[config.mk]
export PLATFORM = sky130hd
export DESIGN_NAME = mul_req_ctrl
export DESIGN_NICKNAME = d
export VERILOG_FILES = /design/src/rtl/mul_req_ctrl.sv
export SDC_FILE = /design/constraint.sdc
export NUM_CORES = 1
export LEC_CHECK = 0
export ABC_CLOCK_PERIOD_IN_PS = 3400
export CAP_MARGIN = 5
export CORE_MARGIN = 8
export CORE_UTILIZATION = 25
export CTS_CLUSTER_SIZE = 28
export DETAILED_ROUTE_END_ITERATION = 6
export PLACE_DENSITY_LB_ADDON = 0.08
export SETUP_SLACK_MARGIN = 0.4
export SLEW_MARGIN = 0
export SYNTH_ARGS = -nofsm -noshare
export SYNTH_HDL_FRONTEND = slang
export SYNTH_SLANG_ARGS = --single-unit
[constraint.sdc]
create_clock -name clk -period 3.4 [get_ports clk]
set_input_delay 0.34 -clock clk [delete_from_list [all_inputs] [get_ports clk]]
set_output_delay 0.34 -clock clk [all_outputs]
set_load 0.03 [all_outputs]
[src/rtl/mul_req_ctrl.sv]
// rtl/mul_req_ctrl.sv - RV32M multiply request/response front-end (optional MUL_RESULT_CACHE_EN)
module mul_req_ctrl #(
  parameter int XLEN = 32,
  parameter int MDW  = XLEN + 2
) (
  input  logic             clk,
  input  logic             rst,
  input  logic             req_valid,
  output logic             req_ready,
  input  logic [1:0]       req_op,
  input  logic [XLEN-1:0]  req_rs1,
  input  logic [XLEN-1:0]  req_rs2,
  input  logic [4:0]       req_rd,
  input  logic             flush,
  output logic             mul_start,
  output logic [MDW-1:0]   mul_multiplier,
  output logic [MDW-1:0]   mul_multiplicand,
  input  logic [2*MDW-1:0] mul_result,
  input  logic             mul_finish,
  output logic             rsp_valid,
  input  logic             rsp_ready,
  output logic [XLEN-1:0]  rsp_data,
  output logic [4:0]       rsp_rd
);

  typedef enum logic [2:0] {IDLE, START, BUSY, RESP, DRAIN} state_t;

  state_t          state;
  state_t          state_nxt;
  logic [1:0]      op_q;
  logic [XLEN-1:0] rs1_q;
  logic [XLEN-1:0] rs2_q;
  logic [4:0]      rd_q;
  logic [XLEN-1:0] data_q;
  logic            s1_q;
  logic            s2_q;
  logic            accept;
  logic            capture;
  logic            hit;
  logic [XLEN-1:0] hit_data;
  logic            unused_result_hi;

  // MUL returns the low word, every other op returns the high word
  function automatic logic [XLEN-1:0] sel_half(input logic [1:0] op, input logic [2*XLEN-1:0] prod);
    sel_half = (op == 2'b00) ? prod[XLEN-1:0] : prod[2*XLEN-1:XLEN];
  endfunction

  // The core's top bits only repeat the sign of the 64-bit product
  assign unused_result_hi = ^mul_result[2*MDW-1:2*XLEN];

  assign req_ready = (state == IDLE) & ~flush & ~rst;
  assign accept    = req_valid & req_ready;
  assign capture   = (state == BUSY) & mul_finish & ~flush;

  // rs1 is signed for all ops except MULHU; rs2 only for MUL/MULH
  assign s1_q = (op_q != 2'b11);
  assign s2_q = ~op_q[1];

  assign mul_multiplier   = {{(MDW-XLEN){rs1_q[XLEN-1] & s1_q}}, rs1_q};
  assign mul_multiplicand = {{(MDW-XLEN){rs2_q[XLEN-1] & s2_q}}, rs2_q};
  assign rsp_data         = data_q;
  assign rsp_rd           = rd_q;

`ifdef MUL_RESULT_CACHE_EN
  logic              c_valid;
  logic [XLEN-1:0]   c_rs1;
  logic [XLEN-1:0]   c_rs2;
  logic              c_s1;
  logic              c_s2;
  logic [2*XLEN-1:0] c_prod;
  logic              s1_req;
  logic              s2_req;

  assign s1_req   = (req_op != 2'b11);
  assign s2_req   = ~req_op[1];
  assign hit      = c_valid & (c_rs1 == req_rs1) & (c_rs2 == req_rs2) &
                    (c_s1 == s1_req) & (c_s2 == s2_req);
  assign hit_data = sel_half(req_op, c_prod);

  // One-entry product cache, refreshed on every result that reaches RESP from the core
  always_ff @(posedge clk or posedge rst) begin
    if (rst) begin
      c_valid <= 1'b0;
      c_rs1   <= '0;
      c_rs2   <= '0;
      c_s1    <= 1'b0;
      c_s2    <= 1'b0;
      c_prod  <= '0;
    end else if (capture) begin
      c_valid <= 1'b1;
      c_rs1   <= rs1_q;
      c_rs2   <= rs2_q;
      c_s1    <= s1_q;
      c_s2    <= s2_q;
      c_prod  <= mul_result[2*XLEN-1:0];
    end
  end
`else
  assign hit      = 1'b0;
  assign hit_data = '0;
`endif

  // State register
  always_ff @(posedge clk or posedge rst) begin
    if (rst) state <= IDLE;
    else     state <= state_nxt;
  end

  // Next-state and handshake outputs
  always_comb begin
    state_nxt = state;
    mul_start = 1'b0;
    rsp_valid = 1'b0;
    case (state)
      IDLE: begin
        if (accept) state_nxt = hit ? RESP : START;
      end
      START: begin
        mul_start = 1'b1;
        state_nxt = flush ? DRAIN : BUSY;
      end
      BUSY: begin
        if (flush)           state_nxt = mul_finish ? IDLE : DRAIN;
        else if (mul_finish) state_nxt = RESP;
      end
      RESP: begin
        rsp_valid = 1'b1;
        if (flush | rsp_ready) state_nxt = IDLE;
      end
      DRAIN: begin
        if (mul_finish) state_nxt = IDLE;
      end
      default: state_nxt = IDLE;
    endcase
  end

  // Latch the accepted request; operands and tag stay put until the next accept
  always_ff @(posedge clk or posedge rst) begin
    if (rst) begin
      op_q  <= '0;
      rs1_q <= '0;
      rs2_q <= '0;
      rd_q  <= '0;
    end else if (accept) begin
      op_q  <= req_op;
      rs1_q <= req_rs1;
      rs2_q <= req_rs2;
      rd_q  <= req_rd;
    end
  end

  // Response word, loaded from the core's finish cycle or from a cache hit
  always_ff @(posedge clk or posedge rst) begin
    if (rst)                data_q <= '0;
    else if (capture)       data_q <= sel_half(op_q, mul_result[2*XLEN-1:0]);
    else if (accept & hit)  data_q <= hit_data;
  end

endmodule
Word-level counts from Yosys, hierarchy flattened
Index checks and enable logic that the tools add are counted.
Cells by class
  equal/unequal tests: 9
  mux-type cells: 11
  bitwise gates (word level): 11
  reductions and logical operators: 3
Operators with widths (number)
  two-way mux 32 bit: 1
  two-way mux 3 bit: 7
  one-hot mux 3 bit (5 select lines): 1
  inequality test 2 bit (second input constant): 4
  AND 1 bit: 7
  == test 3 x 2 -> 1 bit (second input constant): 2
  AND reduction 4 bit: 1
  == test 3 x 1 -> 1 bit (second input constant): 1
  == test 3 bit (second input constant): 1
  logical NOT 3 bit: 1
  inequality test 3 bit (second input constant): 1
  NOT 1 bit: 3
  logical NOT 2 bit: 1
  two-way mux 1 bit: 2
  bitwise OR 1 bit: 1
Storage, ports and cells
  register bits after elaboration: 106
  input bits: 145
  output and inout port bits: 108

Logic depth before layout (Yosys ltp)
Gate-level depths: netlist of the first run.
  word-level depth: 6
  depth in mapped cells: 5
  depth with buffers taken out: 3

Worst setup path before layout of the first run
Ideal clock, no wire load.
  kind: input port to output port
  start: in rst
  end: out req_ready
  arrival: 3.228 ns
  required time: 3.060 ns
  setup slack: -0.168 ns
  cell stages on the path: 2
  buffers on the path: 0
  cells stage by stage: inv_1 -> and3_2
Between the ends
  cells in the longest elaborated chain, start to end: 2
Ends and longest elaborated chain
  start: declaration: RTL line 7  | input logic rst,
  NOT 1 bit: RTL line 51  | assign req_ready = (state == IDLE) & ~flush & ~rst;
  AND 1 bit: RTL line 51
  end: declaration: RTL line 9  | output logic req_ready,
Every way passes these cells.

Worst setup path after layout of the first run
  start: in flush
  end: out req_ready
Between the ends
  cells in the longest elaborated chain, start to end: 3
Ends and longest elaborated chain
  start: declaration: RTL line 14  | input logic flush,
  NOT 1 bit: RTL line 51
  AND 1 bit (2 in series): RTL line 51
Every way passes these cells.

==> results.cfg, run 1 <==
[cts]
worstSkewPairLatency_ns = 0.35
clock_tree.root_cell = sky130_fd_sc_hd__clkbuf_16
cts-root-to-sink-buffers = 2
cts.reportedPaths.clkPinSlew_ns = 0.07
cts-resized-gates = 0
postCtsSetupBuffers = 0
cts-htree-levels = 3
cts_tree = done
cts-buffers-inserted = 9
numClockSinks = 106
cts_hold_buffers = 0

[power_and_ir_drop]
switching_share_pct = 38.10
vdd_drop_max_uv = 345.5
power.net_switching_mw = 2.521
cell_internal_pwr_mw = 4.096
cellPowerDensity_mw_per_mm2 = 855.9
clockPowerShare_pct = 15.2
power.static_leakage_nw = 3.434
part_of_the_total_power_dissipated_in_sequential_elements_pct = 31.6
comb_power_share_pct = 53.3

[run]
maxCapViolCount = 0

[min_path]
min_path_type = reg -> reg
whs_path_depth = 1
holdCritStartpoint = rsp_data[10]
whs_endpoint = rsp_data[10]

[setup_path]
r2r-start = state[2]
reg2reg_slack_ns = 1.26
rr_worst_depth = 4
end_kind = output port
worst_setup_path_startpoint = flush
worst_r2r_dst = rs1_q[14]
worst-setup-path-type = in -> out
required_ns = 3.06
worst_ep_arrival_time_ns = 2.06
timing.critical_path.fanout_max = 6
startpoint_type = input pin

[yosys]
synth.top_cells.by_count = sky130_fd_sc_hd__dfrtp_1, sky130_fd_sc_hd__mux2_4, sky130_fd_sc_hd__mux2_2
post-synth-top-count-cell = sky130_fd_sc_hd__dfrtp_1
synth_cell_types = 23
async_flop_share_pct = 100.0
post_synth_instance_area_mm2 = 0.004782
synth_top_cells_by_area = sky130_fd_sc_hd__dfrtp_1, sky130_fd_sc_hd__mux2_4, sky130_fd_sc_hd__mux2_2
synthesis.nets = 429
synth_largest_area_cell = sky130_fd_sc_hd__dfrtp_1
post-synth-top-area-fraction_pct = 55.47
ys_seq_area_share_pct = 55.47
ff_latch_count_synth = 106
postSynthCellCount = 284
postSynthAreaPerCell_um2 = 16.84
synth_edf_count = 0
yosys_most_used_dff = sky130_fd_sc_hd__dfrtp_1
yosysWarnings = 0

[floorplan]
chipWidth_um = 154.3
total_die_area_mm2 = 0.02381
core.rowCount = 50
floorplan.core_area_mm2 = 0.01877
initial_utilization_pct = 25.48
io-pin-count = 253
die_y_um = 154.3

[drt]
routed-via-count = 3195
drt-vias-per-instance = 4.149
drt-total-wl_um = 13480
first_pass_iters = 4
final_routed_wire_length_divided_by_cell_count_um = 17.51
remaining_drc_errors = 0
route.antenna.remaining_nets = 0
drt_initial_violations = 78

[layout]
drive_above_1_share_pct = 30.04
layout.nets = 676
area_growth_pct = 61.67
n_antenna_cell = 0

[global_routing]
grt_start_max_net_pins = 68
antenna_found_initial = 0
vias_in_the_first_global_route = 3611
globalRouteTotalUtil_pct = 11.42
grt-ovfl-total = 0
wire_length_of_the_first_global_routing_pass_um = 21120

[place]
dpl.hpwl_um = 10250
post-place-ws_ns = 0.8167
port_buffers = 248
gpl.final_weighted_congestion = 0.7647

[outcome]
status = finished clean

[sta]
worstMarginPinSlew_ns = 0.8767
worst_slew_margin_rel_pct = 41.56
final_sum_of_negative_setup_slack_ns = 0
maxClockFrequency_ghz = 0.4169
final_period_minus_worst_setup_slack_ns = 2.399
grt_setup_unrepaired = no
setup_viol = 0
timing.final.hold_violations = 0
worst_slack_ns = 1.001
final_min_period_over_clock_period_pct = 70.55
skew_ns = 0.009174
report.final.slew_viol_count = 0
flip-flops by register name, indices dropped and copies added, names as in the netlist:
signal	count
rs1_q	32
rs2_q	32
rsp_rd	5
state	3
op_q	2
rsp_data	32
worst max path at each step:
stage / end / slack, ns / depth (start not counted)
5_1_grt: req_ready / 0.94 / 4
3_5_place_dp: rs1_q[14] / 0.82 / 5
3_3_place_gp: rs2_q[28] / 0.87 / 5
6_report: req_ready / 1.00 / 4
2_1_floorplan: req_ready / 0.60 / 2
4_1_cts: req_ready / 0.99 / 4
stage by stage:
stage	std cells	cell area, um^2	power (mW)	hold slack, ns	utilization (%)
3_3_place_gp	754	7451	5.662	0.4881	39.70
2_1_floorplan	284	4786	4.172	0.4452	-
3_5_place_dp	754	7451	5.674	0.4902	39.70
6_report	770	7731	6.617	0.5041	41.19
4_1_cts	770	7731	6.739	0.5078	41.19
5_1_grt	770	7731	6.977	0.5165	41.19
worst max-delay path: stages:
cell	delay [ns]
sky130_fd_sc_hd__clkdlybuf4s50_1	0.51
sky130_fd_sc_hd__nor2_2	0.29
sky130_fd_sc_hd__and3_2	0.22
sky130_fd_sc_hd__clkdlybuf4s50_1	0.70
layer usage:
metal	track usage, %	part of all wire, %
met5	0	0
met4	3.500	1.2
met3	5.991	11
met2	17.59	46
met1	13.55	41
placed cells by master, fill, tap and decap left out, types with 2 or more instances in the layout:
cell type,n
sky130_fd_sc_hd__buf_4,4
sky130_fd_sc_hd__nor2_2,2
sky130_fd_sc_hd__a31oi_1,2
sky130_fd_sc_hd__o21ai_0,3
sky130_fd_sc_hd__clkdlybuf4s50_1,248
sky130_fd_sc_hd__nor3b_1,3
sky130_fd_sc_hd__nor2b_1,2
sky130_fd_sc_hd__nor2_1,2
sky130_fd_sc_hd__dfrtp_1,106
sky130_fd_sc_hd__mux2_2,63
sky130_fd_sc_hd__clkinvlp_4,3
sky130_fd_sc_hd__inv_6,2
sky130_fd_sc_hd__clkbuf_16,9
sky130_fd_sc_hd__inv_1,2
sky130_fd_sc_hd__mux2_4,72
power groups by stage:
stage          sequential [mW]  clock, mW  combinational [mW]
3_3_place_gp              2.10          0                3.56
4_1_cts                   2.09       1.06                3.58
2_1_floorplan             3.12          0                1.05
3_5_place_dp              2.10          0                3.58
6_report                  2.09       1.00                3.52
5_1_grt                   2.17       1.12                3.69
layout make-up:
class                   instances  area (um^2)
clock inverters                 5        37.54
clock buffers                  11        242.7
fillers                      1763        11040
well taps                     234        292.8
inverters                       3        15.01
repair buffers                253         2532
multi-input cells             158         1958
flip-flops and latches        106         2653
cells by family (layout without fill, tap and decap cells):
family,Yosys count,after routing,share of synthesized area (%)
AO/OA/AOI/OAI,7,7,0.9157
buffers and inverters,20,272,3.637
flip-flops,106,106,55.47
multiplexers,135,135,37.44
AND/OR/NAND/NOR,16,16,2.538
No activity file was read; power rests on OpenSTA's default activity.
==> run 2: changes to the inputs <==
--- a/config.mk
+++ b/config.mk
@@ -5,7 +5,7 @@
 export SDC_FILE = /design/constraint.sdc
 export NUM_CORES = 1
 export LEC_CHECK = 0
-export ABC_CLOCK_PERIOD_IN_PS = 3400
+export ABC_CLOCK_PERIOD_IN_PS = 2400
 export CAP_MARGIN = 5
 export CORE_MARGIN = 8
 export CORE_UTILIZATION = 25
==> constraint.sdc (replaced) <==
create_clock -name clk -period 2.4 [get_ports clk]
set_input_delay 0.24 -clock clk [delete_from_list [all_inputs] [get_ports clk]]
set_output_delay 0.24 -clock clk [all_outputs]
set_load 0.03 [all_outputs]
==> run 2 against run 1 <==
Effect of this change: worst hold slack worse by 0.077 ns; flip-flop and latch count stayed put; critical path depth down 2; setup slack worse by 0.49 ns; cell area up 0.39%; count of clock-buffer cells in the layout did not move; sequential share of layout area shrank 0.13 points; die area is the same; core utilization rose by 0.16 points; clock power up 49%; critical path type is now reg -> out; largest cell class unchanged.
==> results.cfg, run 2 (synthesis gave the netlist of run 1 again) <==
[outcome]
status = finished clean

[cts]
cts-buffers-inserted = 9
postCtsSetupBuffers = 0
cts-root-to-sink-buffers = 2
worstSkewPairLatency_ns = 0.34
numClockSinks = 106
cts.reportedPaths.clkPinSlew_ns = 0.07
cts_tree = done
cts-resized-gates = 5
clock_tree.root_cell = sky130_fd_sc_hd__clkbuf_16
cts-htree-levels = 3
cts_hold_buffers = 0

[run]
maxCapViolCount = 0

[drt]
routed-via-count = 3181
route.antenna.remaining_nets = 0
final_routed_wire_length_divided_by_cell_count_um = 17.60
detailroute.wirelength.met2_um = 6201
first_pass_iters = 4
drt-total-wl_um = 13560
wl_met3_um = 1453
remaining_drc_errors = 0
top_signal_layer_used = met4
drt_initial_violations = 71
drt-vias-per-instance = 4.131
m1WireLength_um = 5733

[layout]
drive_above_1_share_pct = 30.04
layout.nets = 676
mostFrequentLayoutCells = sky130_fd_sc_hd__clkdlybuf4s50_1, sky130_fd_sc_hd__dfrtp_1, sky130_fd_sc_hd__mux2_4, sky130_fd_sc_hd__mux2_2, sky130_fd_sc_hd__clkbuf_16
post-route-util_pct = 41.35
area_growth_pct = 62.30
stdcell_count = 770
n_antenna_cell = 0
most_common_library_cell_in_the_layout_ignoring_fill_and_taps = sky130_fd_sc_hd__clkdlybuf4s50_1

[sta]
final_sum_of_negative_setup_slack_ns = 0
final_period_minus_worst_setup_slack_ns = 1.890
setup_viol = 0
timing.final.hold_violations = 0
worst_slew_margin_rel_pct = 58.31
grt_setup_unrepaired = yes
final_min_period_over_clock_period_pct = 78.75
skew_ns = 0.009990
report.final.slew_viol_count = 0
maxClockFrequency_ghz = 0.5291
worstMarginPinSlew_ns = 0.6244

[setup_path]
timing.critical_path.fanout_max = 4
reg2reg_slack_ns = 0.58
worst_setup_path_startpoint = op_q[1]
rr_worst_depth = 3
startpoint_type = flop
end_kind = output port
worst-setup-path-type = reg -> out
path_cells = nor2b_1, clkdlybuf4s50_1
required_ns = 2.16
r2r-start = state[2]
worst_ep_arrival_time_ns = 1.65
cp-endpoint = mul_multiplicand[32]
worst_r2r_dst = rsp_data[5]
worst_path_max_delay_cell = sky130_fd_sc_hd__clkdlybuf4s50_1
critical-path-max-stage-delay_ns = 0.70

[place]
gpl.final_weighted_congestion = 0.7533
dpl.hpwl_um = 10160
port_buffers = 248
placed_cells_incl_taps = 754

[floorplan]
core.rowCount = 50
die_y_um = 154.3
chipWidth_um = 154.3
total_die_area_mm2 = 0.02381
io-pin-count = 253
initial_utilization_pct = 25.48
floorplan.core_area_mm2 = 0.01877

[global_routing]
wire_length_of_the_first_global_routing_pass_um = 20960
globalRouteTotalUtil_pct = 11.20
antenna_found_initial = 0
grt_start_max_net_pins = 107
vias_in_the_first_global_route = 3614
grt-ovfl-total = 0

[power_and_ir_drop]
vdd_drop_max_uv = 553.6
cellPowerDensity_mw_per_mm2 = 1215
power.static_leakage_nw = 3.463

[min_path]
min_path_type = in -> async
## run 2: changes by cell type in the layout (fill, tap and decap cells not counted), sizes merged
cell and delta:
dlygate4sd2 +4, clkbuf +1, clkdlybuf4s50 -5, inv -1
bufinv +1
## run 2: how the worst min path moves through the flow
stage                              to  slack, ns
after floorplan              state[1]       0.35
after global placement    rsp_data[2]       0.49
after CTS                   rs1_q[17]       0.49
final                        state[0]       0.43
after detailed placement    rs1_q[19]       0.49
after global routing        rsp_rd[0]       0.49
## run 2: area by class of cell
class | instances | area (um^2)
multi-input combinational | 158 | 1958
fill | 1741 | 11010
timing repair buffer | 253 | 2547
inverter | 3 | 15.01
tap | 234 | 292.8
clock inverter | 5 | 62.56
clock buffer | 11 | 232.7
sequential | 106 | 2653
## run 2: report_power, final
| part | total [mW] | switching, mW | internal (mW) | leakage (nW) |
|---|---|---|---|---|
| Clock | 1.49 | 0.672 | 0.817 | 0.136 |
| Sequential | 2.96 | 0.418 | 2.54 | 1.29 |
| Combinational | 4.99 | 2.47 | 2.52 | 2.04 |
## run 2: metal layers
layer  vias to the layer above  track usage (%)
met1                      1528            13.46
met2                       148            17.54
met3                         8            5.071
li1                       1497                -
met5                         -                0
met4                         0            3.640
## run 2: worst max-delay path, delay by kind of cell, from the launching register on
family                 cells  cell delay, ns
buffers and inverters      1            0.70
and+or+nand+nor            1            0.19
DFF                        1            0.42
## run 2: per-stage QoR
stage          cell area [um^2]  total power [mW]  hold slack [ns]  setup WS, ns
6_report                   7761             9.433           0.4266        0.5099
5_1_grt                    7761             9.932           0.4857        0.3965
4_1_cts                    7765             9.609           0.4870        0.4089
3_5_place_dp               7476             8.054           0.4905        0.2555
3_3_place_gp               7476             8.030           0.4872        0.2584
2_1_floorplan              4786             5.911           0.3452       -0.2027
==> run 3: changes to the inputs <==
--- a/config.mk
+++ b/config.mk
@@ -5,7 +5,7 @@
 export SDC_FILE = /design/constraint.sdc
 export NUM_CORES = 1
 export LEC_CHECK = 0
-export ABC_CLOCK_PERIOD_IN_PS = 2400
+export ABC_CLOCK_PERIOD_IN_PS = 1700
 export CAP_MARGIN = 5
 export CORE_MARGIN = 8
 export CORE_UTILIZATION = 25
==> constraint.sdc (replaced) <==
create_clock -name clk -period 1.7 [get_ports clk]
set_input_delay 0.17 -clock clk [delete_from_list [all_inputs] [get_ports clk]]
set_output_delay 0.17 -clock clk [all_outputs]
set_load 0.03 [all_outputs]
==> run 3 against run 2 <==
Effect of this change: clock skew hardly changed; sequential power increased by 41%; setup slack lost 0.38 ns; core utilization rose by 3.4 points; count of clock-buffer cells in the layout down 1; cell count rose by 4.9%; cell area increased by 8.1%; power grew 43%; via count increased by 6.3%; global-route usage grew 1.7 points; worst hold slack worse by 0.067 ns.
==> results.cfg, run 3 (synthesis gave the netlist of run 1 again) <==
[power_and_ir_drop]
vdd_drop_max_uv = 705.6
power.static_leakage_nw = 4.018
cellPowerDensity_mw_per_mm2 = 1608

[sta]
worstMarginPinSlew_ns = 0.6222
final_period_minus_worst_setup_slack_ns = 1.572
maxClockFrequency_ghz = 0.6362
worst_slew_margin_rel_pct = 58.52
timing.final.hold_violations = 0
report.final.slew_viol_count = 0
setup_viol = 0
final_min_period_over_clock_period_pct = 92.46
worst_slack_ns = 0.1282
fin_worst_hold_slack_ns = 0.3599
skew_ns = 0.009646
grt_setup_unrepaired = yes

[drt]
first_pass_iters = 4
final_routed_wire_length_divided_by_cell_count_um = 18.65
route.antenna.remaining_nets = 0
drt-total-wl_um = 15070
routed-via-count = 3382
remaining_drc_errors = 0
drt_initial_violations = 134
drt-vias-per-instance = 4.186

[outcome]
status = finished clean

[cts]
cts-htree-levels = 3
cts-root-to-sink-buffers = 2
cts-buffers-inserted = 9
numClockSinks = 106
clock_tree.root_cell = sky130_fd_sc_hd__clkbuf_16
cts.reportedPaths.clkPinSlew_ns = 0.07
cts_tree = done
worstSkewPairLatency_ns = 0.35

[setup_path]
startpoint_type = flop
required_ns = 1.92
timing.critical_path.fanout_max = 10
worst-setup-path-type = reg -> reg
end_kind = flop
worst_ep_arrival_time_ns = 1.80

[floorplan]
initial_utilization_pct = 25.48
core.rowCount = 50
die_y_um = 154.3
total_die_area_mm2 = 0.02381
chipWidth_um = 154.3
floorplan.core_area_mm2 = 0.01877
io-pin-count = 253

[layout]
multi_input_comb_area_mm2 = 0.002148
n_antenna_cell = 0
seqCellArea_mm2 = 0.002655
mostFrequentLayoutCells = sky130_fd_sc_hd__clkdlybuf4s50_1, sky130_fd_sc_hd__dfrtp_1, sky130_fd_sc_hd__mux2_4, sky130_fd_sc_hd__clkbuf_2, sky130_fd_sc_hd__clkdlybuf4s15_1
drive_above_1_share_pct = 48.61
fillers = 1696
most_common_library_cell_in_the_layout_ignoring_fill_and_taps = sky130_fd_sc_hd__clkdlybuf4s50_1
layout.nets = 714
area_growth_pct = 75.48

[global_routing]
antenna_found_initial = 0
wire_length_of_the_first_global_routing_pass_um = 23550
grt-ovfl-total = 0
vias_in_the_first_global_route = 3955
globalRouteTotalUtil_pct = 12.86
grt_start_max_net_pins = 107

[run]
maxCapViolCount = 0

[min_path]
min_path_type = in -> async

[place]
gpl.final_weighted_congestion = 0.7640
dpl.hpwl_um = 10570
post-place-ws_ns = -0.07972
port_buffers = 248
-- run 3: cell types whose count changed in the layout (fill, tap and decap cells not counted), sizes merged --
| cell | delta |
|---|---|
| clkdlybuf4s50 | -103 |
| clkdlybuf4s15 | +48 |
| clkinvlp | -1 |
| clkinv | +2 |
| buf | +45 |
| clkbuf | +47 |
-- run 3: final timing paths --
check                             start      endpoint  slack, ns  cells after the start
min in group clk              rsp_ready      state[1]       0.42                      2
hold / removal                      rst  rsp_data[23]       0.36                      3
setup / recovery                op_q[0]  rsp_data[11]       0.13                      5
max in group asynchronous           rst      state[0]       0.84                      3
setup reg to reg                op_q[0]  rsp_data[11]       0.13                      5
hold reg to reg            rsp_data[16]  rsp_data[16]       0.50                      1
-- run 3: power breakdown --
part	total (mW)	switching, mW	internal (mW)	leakage (nW)
Combinational	7.17	3.74	3.43	2.59
Clock	2.14	0.977	1.16	0.145
Sequential	4.18	0.594	3.59	1.29
-- run 3: layer usage --
metal / track usage (%) / part of all wire [%]
met1: 15.45 / 41
met2: 20.87 / 49
met3: 4.597 / 8.8
met4: 4.666 / 1.5
met5: 0 / 0
-- run 3: timing repair --
action,4_1_cts,5_1_grt
endpoints found under the setup margin,212,185
hold buffers,0,0
cloned,9,0
gates resized for setup,238,87
setup buffers,16,4
pin swaps,6,4
-- run 3: metrics by stage --
stage,instance area (um^2),std cells,power [mW],util [%],setup TNS (ns)
CTS,8561,804,13.86,45.61,0
finish,8392,808,13.49,44.71,0
global placement,7752,763,11.71,41.31,-3.601
floorplan,4982,284,8.673,-,-0.7627
global route,8392,808,14.22,44.71,0
detailed placement,7752,763,11.74,41.31,-4.692
-- run 3: cell type report --
type	instances	share of cell area [%]
clock buffer	10	2.728
clock inverter	6	0.8946
inverter	3	0.1789
multi-input combinational	158	25.60
sequential	106	31.64
tap	234	3.489
timing repair buffer	291	35.47
-- run 3: worst max-delay path: stages, from the launching register on --
cell,delay (ns)
sky130_fd_sc_hd__dfrtp_2,0.43
sky130_fd_sc_hd__nor2_4,0.18
sky130_fd_sc_hd__buf_12,0.14
sky130_fd_sc_hd__buf_12,0.14
sky130_fd_sc_hd__mux2_4,0.31
sky130_fd_sc_hd__mux2_2,0.26
